==> config.mk <==
export PLATFORM = sky130hd
export DESIGN_NAME = drv_segment_bin2dec
export DESIGN_NICKNAME = d
export VERILOG_FILES = /design/src/rtl/drv_segment_bin2dec.sv
export SDC_FILE = /design/constraint.sdc
export NUM_CORES = 1
export LEC_CHECK = 0
export CORE_MARGIN = 2
export CORE_UTILIZATION = 35
export DETAILED_ROUTE_END_ITERATION = 8
export GPL_TIMING_DRIVEN = 1
export PLACE_DENSITY = 0.56
export SYNTH_ARGS = -nofsm -noshare
export SYNTH_HDL_FRONTEND = slang
export SYNTH_SLANG_ARGS = --single-unit
==> constraint.sdc <==
create_clock -name i_clk -period 3.2 [get_ports i_clk]
set_input_delay 0.64 -clock i_clk [delete_from_list [all_inputs] [get_ports i_clk]]
set_output_delay 0.64 -clock i_clk [all_outputs]
set_load 0.005 [all_outputs]
==> src/rtl/drv_segment_bin2dec.sv <==
// rtl/drv_segment_bin2dec.sv - sequential binary-to-BCD converter (double dabble, one bit per clock)
// Optional leading-zero blanking enabled by DRV_SEGMENT_BLANK_EN.
module drv_segment_bin2dec #(
    parameter int p_count = 4,
    parameter int p_width = 14
) (
    input  logic                      i_clk,
    input  logic                      i_rst_n,
    input  logic                      i_start,
    input  logic [p_width-1:0]        i_value,
    output logic                      o_busy,
    output logic                      o_done,
    output logic                      o_ovf,
    output logic [p_count-1:0][3:0]   o_digit,
    output logic [p_count-1:0]        o_blank
);

    localparam int c_cnt_w = $clog2(p_width + 1);

    typedef enum logic [1:0] {
        st_idle,
        st_shift,
        st_done
    } state_t;

    state_t                    state_q;
    logic [p_width-1:0]        shift_q;
    logic [p_count-1:0][3:0]   bcd_q;
    logic [p_count-1:0][3:0]   bcd_adj;
    logic [p_count-1:0][3:0]   bcd_next;
    logic                      ovf_q;
    logic                      carry_out;
    logic [c_cnt_w-1:0]        cnt_q;

    // Add-3 correction is per digit; carries never ripple between digits.
    always_comb begin
        bcd_adj = bcd_q;
        for (int i = 0; i < p_count; i++) begin
            if (bcd_q[i] >= 4'd5) begin
                bcd_adj[i] = bcd_q[i] + 4'd3;
            end
        end
        carry_out = bcd_adj[p_count-1][3];
        bcd_next  = {bcd_adj[p_count-1:0], shift_q[p_width-1]} & {(4*p_count){1'b1}};
    end

`ifdef DRV_SEGMENT_BLANK_EN
    logic [p_count-1:0] blank_calc;
    logic               zero_run;

    always_comb begin
        blank_calc = '0;
        zero_run   = 1'b1;
        for (int i = p_count - 1; i > 0; i--) begin
            zero_run      = zero_run & (bcd_q[i] == 4'd0);
            blank_calc[i] = zero_run;
        end
    end

    always_ff @(posedge i_clk or negedge i_rst_n) begin
        if (!i_rst_n) begin
            o_blank <= '0;
        end else if (state_q == st_done) begin
            o_blank <= ovf_q ? '0 : blank_calc;
        end
    end
`else
    assign o_blank = '0;
`endif

    always_ff @(posedge i_clk or negedge i_rst_n) begin
        if (!i_rst_n) begin
            state_q <= st_idle;
            shift_q <= '0;
            bcd_q   <= '0;
            ovf_q   <= 1'b0;
            cnt_q   <= '0;
            o_busy  <= 1'b0;
            o_done  <= 1'b0;
            o_ovf   <= 1'b0;
            o_digit <= '0;
        end else begin
            o_done <= 1'b0;
            case (state_q)
                st_idle: begin
                    if (i_start) begin
                        shift_q <= i_value;
                        bcd_q   <= '0;
                        ovf_q   <= 1'b0;
                        cnt_q   <= c_cnt_w'(p_width);
                        o_busy  <= 1'b1;
                        state_q <= st_shift;
                    end
                end
                st_shift: begin
                    bcd_q   <= bcd_next;
                    shift_q <= shift_q << 1;
                    ovf_q   <= ovf_q | carry_out;
                    cnt_q   <= cnt_q - c_cnt_w'(1);
                    // busy drops as we enter DONE so a start in DONE is visibly ignored
                    if (cnt_q == c_cnt_w'(1)) begin
                        o_busy  <= 1'b0;
                        state_q <= st_done;
                    end
                end
                st_done: begin
                    o_digit <= ovf_q ? {p_count{4'd9}} : bcd_q;
                    o_ovf   <= ovf_q;
                    o_done  <= 1'b1;
                    state_q <= st_idle;
                end
                default: state_q <= st_idle;
            endcase
        end
    end

endmodule

==> results of run 1 <==
-- final cells by class --
cell class	instances	area, um^2
tap	99	124
sequential	56	1400
fill	744	4150
clock buffer	8	90.1
multi-input combinational	183	1100
inverter	11	41.3
timing repair buffer	37	385
-- cell usage after synthesis, types with 4 or more instances --
cell	number	area, um^2
nand2_1	47	176
a32o_1	4	40.0
ha_1	10	125
a21oi_1	4	20.0
nor2_1	25	93.8
o22ai_1	5	31.3
o21ai_0	19	95.1
o31ai_1	9	67.6
a22o_1	5	43.8
xnor2_1	5	43.8
buf_4	8	60.1
nand2b_1	10	62.6
dfrtp_1	56	1400
a31oi_1	13	81.3
mux2i_1	4	40.0
inv_1	11	41.3
buf_2	9	45.0
-- sequential cells by signal, indices dropped and copies added, names as in the netlist --
signal / cells
bcd_q: 16
cnt_q: 4
o_busy: 1
o_digit: 16
o_done: 1
o_ovf: 1
ovf_q: 1
shift_q: 14
state_q: 2
-- worst max-delay path, cell delays in order --
cell and delay (ns):
clkdlybuf4s50_1 0.53, nor2_1 0.06, nor2_2 0.43, buf_12 0.24, and3_1 0.16, o21ai_0 0.06
-- path summary, 6_finish.rpt --
check,endpoint,slack (ns),cells past startpoint
setup / recovery,cnt_q[2],1.24,6
hold / removal,o_digit[15],0.33,2
setup reg to reg,o_ovf,1.41,2
hold reg to reg,o_digit[11],0.48,2
max in group asynchronous,shift_q[1],2.64,2
min in group i_clk,o_digit[11],0.48,2
-- stage by stage --
step | std cells | total power, mW | util, % | cell area [um^2]
detailed placement | 386 | 2.61 | 41.8 | 3050
global placement | 386 | 2.58 | 41.8 | 3050
CTS | 394 | 3.02 | 43.1 | 3140
floorplan | 269 | 2.24 | - | 2660
finish | 394 | 2.97 | 43.1 | 3140
global route | 394 | 3.25 | 43.1 | 3140
-- layer usage --
metal / global-route usage [%] / vias up / part of all wire, %
met4: 3.41 / 0 / 1.3
met3: 2.82 / 7 / 4.3
li1: - / 952 / -
met5: 0 / - / 0
met1: 16.4 / 844 / 52
met2: 20.0 / 37 / 43
-- cell families after synthesis --
logic type / count (synthesis)
simple gates: 90
compound gates: 66
flops: 56
buf+inv: 30
fa+ha+maj: 10
xor+xnor: 8
mux: 5
other cells: 1
-- where the power goes --
part           total (mW)  internal, mW  switching [mW]
Sequential           1.25          1.01           0.241
Combinational        1.33         0.657           0.673
Clock               0.389         0.177           0.212
==> results_dict.tcl, run 1 <==
set metrics [dict create \
    outcome "complete, no violations" \
    tritoncts "yes" \
    clock_sinks 56 \
    pre_cts_ws_ns 0.892 \
    synth_edf_count 0 \
    synth_top_family_by_area "compound AO/OA/AOI/OAI gates" \
    most-common-layout-cells "56 x dfrtp_1, 47 x nand2_1, 34 x clkdlybuf4s50_1" \
    period_share_pct 61.2 \
    synth.avg_cell_area_um2 9.96 \
    setup_viol 0 \
    synthDistinctLibCells 32 \
    grt_max_degree 57 \
    firstDrtPassIters 4 \
    dieWidth_um 91.0 \
    grt_pass1_vias 1823 \
    grt_first_pass_wirelength_um 8490 \
    wirelength_um 4770 \
    overflow 0 \
    cts_root_buffer "clkbuf_8" \
    fin_ws_ns 1.24 \
    min_period_ns 1.96 \
    critPathLaunchType "input pin" \
    routedWlPerCell_um 12.1 \
    r2r-start "state_q[0]" \
    drt_iter0_drc 82 \
    p_per_area_nw_per_um2 946 \
    holdWs_ns 0.326 \
    cp.required_ns 3.38 \
    htree_levels 2 \
    initial_core_util_pct 36.3 \
    cts_resized 0 \
    yosysWarnings 0 \
    fin_setup_tns_ns 0 \
    fin_nets 321 \
    die_h_um 91.0 \
    num_rows 31 \
    viasPerCell 4.67 \
    worst_pin_slew_ns 1.05 \
    cp_max_fo 30 \
    skew_ns 0.00643 \
    async_flop_share_pct 100 \
    num_io_pins 40 \
    crit_start "i_start" \
    postCtsSetupBuffers 0 \
    clkLatencyLatePin_ns 0.31 \
    final_common_cell "dfrtp_1" \
    clk_pin_slew_ns 0.09 \
    cts.path.max_buffers 2 \
    fmax_mhz 510 \
    grt_usage_pct 12.3 \
    synth_compound_area_share_pct 16.7 \
    n_antenna_cell 0 \
    ys_ff_latch 56 \
    drv_cap 0 \
    vias 1840 \
    cts_made_buffers 5 \
    route.detailed.drc 0 \
    criticalPathCategory "in2reg" \
    antenna_found_initial 0 \
    crit_arrival_ns 2.14 \
    rsz0062_at_grt "false" \
    cts_hold_buffers 0 \
    yosysSeqAreaShare_pct 52.9 \
    core_um2 7290 \
    syn_area_um2 2650 \
    io_buffer_count 35 \
    syn_inst 266 \
    post-dp-hpwl_um 3200 \
    hold_viol 0 \
    synth_mux_area_share_pct 1.94 \
    relSlewSlack_pct 30.0 \
    crit_path_end_kind "flop" \
    drtAntennaViolNets 0 \
    p_leak_nw 1.41 \
    hold_class "in2async" \
    synth-xor-area-share_pct 2.64 \
    vdd_drop_max_mv 0.341 \
    place_congestion 0.724 \
    drv_slew 0 \
    drive_above_1_share_pct 5.76 \
    syn2layout_area_growth_pct 18.5 \
    dieArea_um2 8280 \
    synth_simple_gate_area_share_pct 14.9 \
    synth-main-ff-cell "dfrtp_1" \
    yosys.area_share.adder_pct 4.72 \
]
No activity file was read; power rests on OpenSTA's default activity.
==> run 2: changes to the inputs <==
--- a/config.mk
+++ b/config.mk
@@ -9,7 +9,7 @@
 export CORE_UTILIZATION = 35
 export DETAILED_ROUTE_END_ITERATION = 8
 export GPL_TIMING_DRIVEN = 1
-export PLACE_DENSITY = 0.56
+export PLACE_DENSITY = 0.58
 export SYNTH_ARGS = -nofsm -noshare
 export SYNTH_HDL_FRONTEND = slang
 export SYNTH_SLANG_ARGS = --single-unit
==> constraint.sdc (replaced) <==
create_clock -name i_clk -period 1.8 [get_ports i_clk]
set_input_delay 0.36 -clock i_clk [delete_from_list [all_inputs] [get_ports i_clk]]
set_output_delay 0.36 -clock i_clk [all_outputs]
set_load 0.005 [all_outputs]
==> results_dict.tcl, run 2 (synthesized netlist as in run 1, its figures left out) <==
set metrics [dict create \
    swShare_pct 38.7 \
    cts_resized 0 \
    criticalPathCategory "reg2out" \
    placed_cells 391 \
    pwr-share-seq_pct 41.7 \
    hold_class "in2async" \
    crit_family "buffers and inverters" \
    firstDrtPassIters 4 \
    clk_pin_slew_ns 0.10 \
    vdd_drop_max_mv 0.470 \
    power.internal_mw 3.27 \
    cts.path.max_buffers 2 \
    clock_sinks 56 \
    hold_viol 0 \
    htree_levels 2 \
    fin_nets 326 \
    grt_max_degree 57 \
    p_leak_nw 1.44 \
    grt_usage_pct 13.0 \
    n_antenna_cell 0 \
    drive_above_1_share_pct 8.00 \
    relSlewSlack_pct 65.5 \
    place_congestion 0.751 \
    p_clk_share_pct 13.0 \
    initial_core_util_pct 36.3 \
    slowest_delay_ns 0.50 \
    p_switching_mw 2.06 \
    cts_made_buffers 5 \
    routedWlPerCell_um 12.4 \
    worst_pin_slew_ns 0.518 \
    fmax_mhz 650 \
    cts_hold_buffers 0 \
    overflow 0 \
    clkLatencyLatePin_ns 0.32 \
    post-dp-hpwl_um 3310 \
    die_h_um 91.0 \
    most-common-layout-cells "56 x dfrtp_1, 47 x nand2_1, 34 x clkdlybuf4s50_1" \
    drv_slew 0 \
    drv_cap 0 \
    reg_top3 "bcd_q x16, o_digit x16, shift_q x14" \
    outcome "complete, no violations" \
    min_period_ns 1.54 \
    worstPathCellList "clkdlybuf4s50_1" \
    critPathLaunchType "flop" \
    core_um2 7290 \
    skew_ns 0.00812 \
    slowest_stage "clkdlybuf4s50_1" \
    postCtsSetupBuffers 0 \
    num_rows 31 \
    cp.required_ns 1.44 \
    drt_iter0_drc 105 \
    dieArea_um2 8280 \
    p_comb_share_pct 45.3 \
    period_share_pct 85.5 \
    crit_path_end_kind "output port" \
    tritoncts "yes" \
    cts_root_buffer "clkbuf_8" \
    final_common_cell "dfrtp_1" \
    crit_buf_inv 1 \
    io_buffer_count 35 \
    cp_max_fo 2 \
    vias 1895 \
    nFillCells 735 \
    setup_viol 0 \
    crit_arrival_ns 1.18 \
    antenna_found_initial 0 \
    grt_first_pass_wirelength_um 8780 \
    rsz0062_at_grt "false" \
    stdcell_count 399 \
    p_per_area_nw_per_um2 1680 \
    grt_pass1_vias 1844 \
    viasPerCell 4.75 \
    syn2layout_area_growth_pct 19.8 \
    wirelength_um 4960 \
    dieWidth_um 91.0 \
    num_io_pins 40 \
    route.detailed.drc 0 \
    fin_setup_tns_ns 0 \
    drtAntennaViolNets 0 \
]
[run 2: changes by cell type in the layout (fill, tap and decap cells not counted)]
| cell | delta |
|---|---|
| clkbuf_1 | -2 |
| buf_4 | +5 |
| clkbuf_8 | -1 |
| clkinv_4 | +1 |
| clkinv_2 | +2 |
[run 2: area by class of cell]
type,count,area (um^2),share of cell area (%)
sequential,56,1400,44.1
tap,99,124,3.90
clock inverter,3,18.8,0.591
multi-input combinational,183,1100,34.6
timing repair buffer,42,423,13.3
inverter,11,41.3,1.30
clock buffer,5,68.8,2.17
[run 2: power groups by stage]
| stage | Clock [mW] | Sequential, mW | Combinational [mW] |
|---|---|---|---|
| final | 0.692 | 2.23 | 2.42 |
| after global routing | 0.781 | 2.32 | 2.75 |
| after CTS | 0.728 | 2.23 | 2.46 |
| after detailed placement | 0 | 2.26 | 2.45 |
| after global placement | 0 | 2.24 | 2.38 |
| after floorplan | 0 | 2.13 | 1.85 |
[run 2: path summary, 6_finish.rpt]
path,cells after the start,to,from,slack [ns]
setup / recovery,1,o_digit[7],o_digit[7],0.26
hold / removal,2,ovf_q,i_rst_n,0.03
setup reg to reg,6,bcd_q[2],bcd_q[0],0.27
hold reg to reg,2,o_digit[8],o_digit[8],0.48
max in group asynchronous,2,shift_q[9],i_rst_n,1.51
min in group i_clk,2,o_digit[8],o_digit[8],0.48
[run 2: per-stage QoR]
| stage | util (%) | setup slack (ns) | total power, mW | hold slack (ns) | area [um^2] |
|---|---|---|---|---|---|
| final | 43.5 | 0.261 | 5.34 | 0.0280 | 3180 |
| after global routing | 43.5 | 0.0724 | 5.85 | 0.0519 | 3180 |
| after CTS | 43.5 | 0.237 | 5.42 | 0.0392 | 3180 |
| after detailed placement | 42.3 | 0.0993 | 4.71 | 0.389 | 3090 |
| after global placement | 42.3 | 0.127 | 4.62 | 0.386 | 3090 |
| after floorplan | - | 0.436 | 3.98 | 0.0644 | 2660 |
[run 2: routing by layer]
layer | vias to the layer above | wire length, um | global-route usage [%]
li1 | 962 | - | -
met1 | 889 | 2520 | 18.0
met2 | 37 | 2160 | 19.9
met3 | 7 | 209 | 3.07
met4 | 0 | 72 | 4.67
met5 | - | 0 | 0
==> run 3: changes to the inputs <==
--- a/config.mk
+++ b/config.mk
@@ -5,11 +5,13 @@
 export SDC_FILE = /design/constraint.sdc
 export NUM_CORES = 1
 export LEC_CHECK = 0
+export CELL_PAD_IN_SITES_DETAIL_PLACEMENT = 2
+export CELL_PAD_IN_SITES_GLOBAL_PLACEMENT = 2
 export CORE_MARGIN = 2
-export CORE_UTILIZATION = 35
+export CORE_UTILIZATION = 30
 export DETAILED_ROUTE_END_ITERATION = 8
 export GPL_TIMING_DRIVEN = 1
-export PLACE_DENSITY = 0.58
+export PLACE_DENSITY = 0.74
 export SYNTH_ARGS = -nofsm -noshare
 export SYNTH_HDL_FRONTEND = slang
 export SYNTH_SLANG_ARGS = --single-unit
==> results_dict.tcl, run 3 (synthesized netlist as in run 1, its figures left out) <==
set metrics [dict create \
    drv_slew 0 \
    fin_setup_tns_ns 0 \
    dpl-instance-area_um2 3090 \
    min_period_ns 1.59 \
    htree_levels 2 \
    firstDrtPassIters 4 \
    setup_viol 0 \
    cp_max_fo 5 \
    fmax_mhz 630 \
    outcome "complete, no violations" \
    num_rows 34 \
    grt_max_degree 57 \
    drtAntennaViolNets 0 \
    grt_usage_pct 13.0 \
    grt_first_pass_wirelength_um 10200 \
    cts_hold_buffers 0 \
    drt_iter0_drc 26 \
    rsz0062_at_grt "false" \
    worst_pin_slew_ns 0.502 \
    tritoncts "yes" \
    cts.path.max_buffers 2 \
    r2r_slack_ns 0.21 \
    overflow 0 \
    criticalPathCategory "reg2reg" \
    grt_pass1_vias 2118 \
    routedWlPerCell_um 14.7 \
    hold_viol 0 \
    cts_made_buffers 5 \
    num_io_pins 40 \
    slowest_stage "dfrtp_1" \
    die_h_um 98.0 \
    crit_arrival_ns 1.84 \
    route.detailed.drc 0 \
    skew_ns 0.00660 \
    most-common-layout-cells "56 x dfrtp_1, 47 x nand2_1, 34 x clkdlybuf4s50_1" \
    p_leak_nw 1.44 \
    antenna_found_initial 0 \
    crit_family "flip-flops" \
    cts_resized 0 \
    slowest_delay_ns 0.40 \
    core_um2 8640 \
    critPathLaunchType "flop" \
    drive_above_1_share_pct 7.69 \
    reg_top3 "bcd_q x16, o_digit x16, shift_q x14" \
    p_per_area_nw_per_um2 1740 \
    vias 1963 \
    crit_path_end_kind "flop" \
    n_antenna_cell 0 \
    post-dp-hpwl_um 4170 \
    cts_root_buffer "clkbuf_8" \
    wirelength_um 5980 \
    dieWidth_um 98.0 \
    clkLatencyLatePin_ns 0.31 \
    vdd_drop_max_mv 0.467 \
    viasPerCell 4.82 \
    period_share_pct 88.1 \
    clk_pin_slew_ns 0.10 \
    dieArea_um2 9600 \
    place_congestion 0.738 \
    initial_core_util_pct 30.7 \
    syn2layout_area_growth_pct 20.9 \
    worstPathCellList "inv_1 > ha_1 > nand2b_1 > a21oi_2 > mux2i_1 > a22o_1" \
    postCtsSetupBuffers 0 \
    fin_nets 325 \
    io_buffer_count 35 \
    final_cell_area_um2 3200 \
    crit_buf_inv 1 \
    relSlewSlack_pct 66.6 \
    drv_cap 0 \
    final_common_cell "dfrtp_1" \
    cp.required_ns 2.06 \
    clock_sinks 56 \
    hold_class "in2async" \
]
run 3: changes by cell type in the layout (fill, tap and decap cells not counted):
cell        previous run  this run
bufinv_16              0         1
clkinvlp_4             0         1
clkinv_4               1         0
clkinv_2               2         1
buf_4                  5         4
run 3: area by class of cell:
cell class,instances,area [um^2]
fill,964,5430
sequential,56,1400
multi-input combinational,183,1100
timing repair buffer,41,415
tap,108,135
clock buffer,5,68.8
clock inverter,3,42.5
inverter,11,41.3
run 3: worst paths after layout:
check,startpoint,to,cells past startpoint
min,i_rst_n,o_digit[10],2
max in group asynchronous,i_rst_n,bcd_q[0],2
max reg2reg,bcd_q[5],bcd_q[6],6
max,bcd_q[5],bcd_q[6],6
min in group i_clk,o_digit[14],o_digit[14],2
min reg2reg,o_digit[14],o_digit[14],2
run 3: routing by layer:
metal,track usage (%),part of all wire [%],vias up
met5,0,0,-
met4,3.85,1.3,0
met3,2.43,3.7,6
met2,22.8,49,37
met1,16.4,46,958
li1,-,-,962
run 3: metrics by stage:
step / worst slack, ns / hold WS (ns) / instances / total power, mW / util (%)
after floorplan: 0.436 / 0.0644 / 269 / 3.98 / -
after global placement: 0.138 / 0.391 / 399 / 4.64 / 35.8
after detailed placement: 0.102 / 0.392 / 399 / 4.85 / 35.8
after CTS: 0.198 / 0.0357 / 407 / 5.71 / 37.1
after global routing: 0.107 / 0.0471 / 407 / 6.10 / 37.1
final: 0.214 / 0.0356 / 407 / 5.57 / 37.1
run 3: worst reg2reg max path, cell delays in order (launching register included):
cell and delay [ns]:
dfrtp_1 0.40, inv_1 0.14, ha_1 0.24, nand2b_1 0.09, a21oi_2 0.23, mux2i_1 0.27, a22o_1 0.15
run 3: power breakdown:
part           switching [mW]  internal [mW]
sequential              0.454           1.79
clock                   0.427          0.413
combinational            1.28           1.20
total                    2.16           3.41
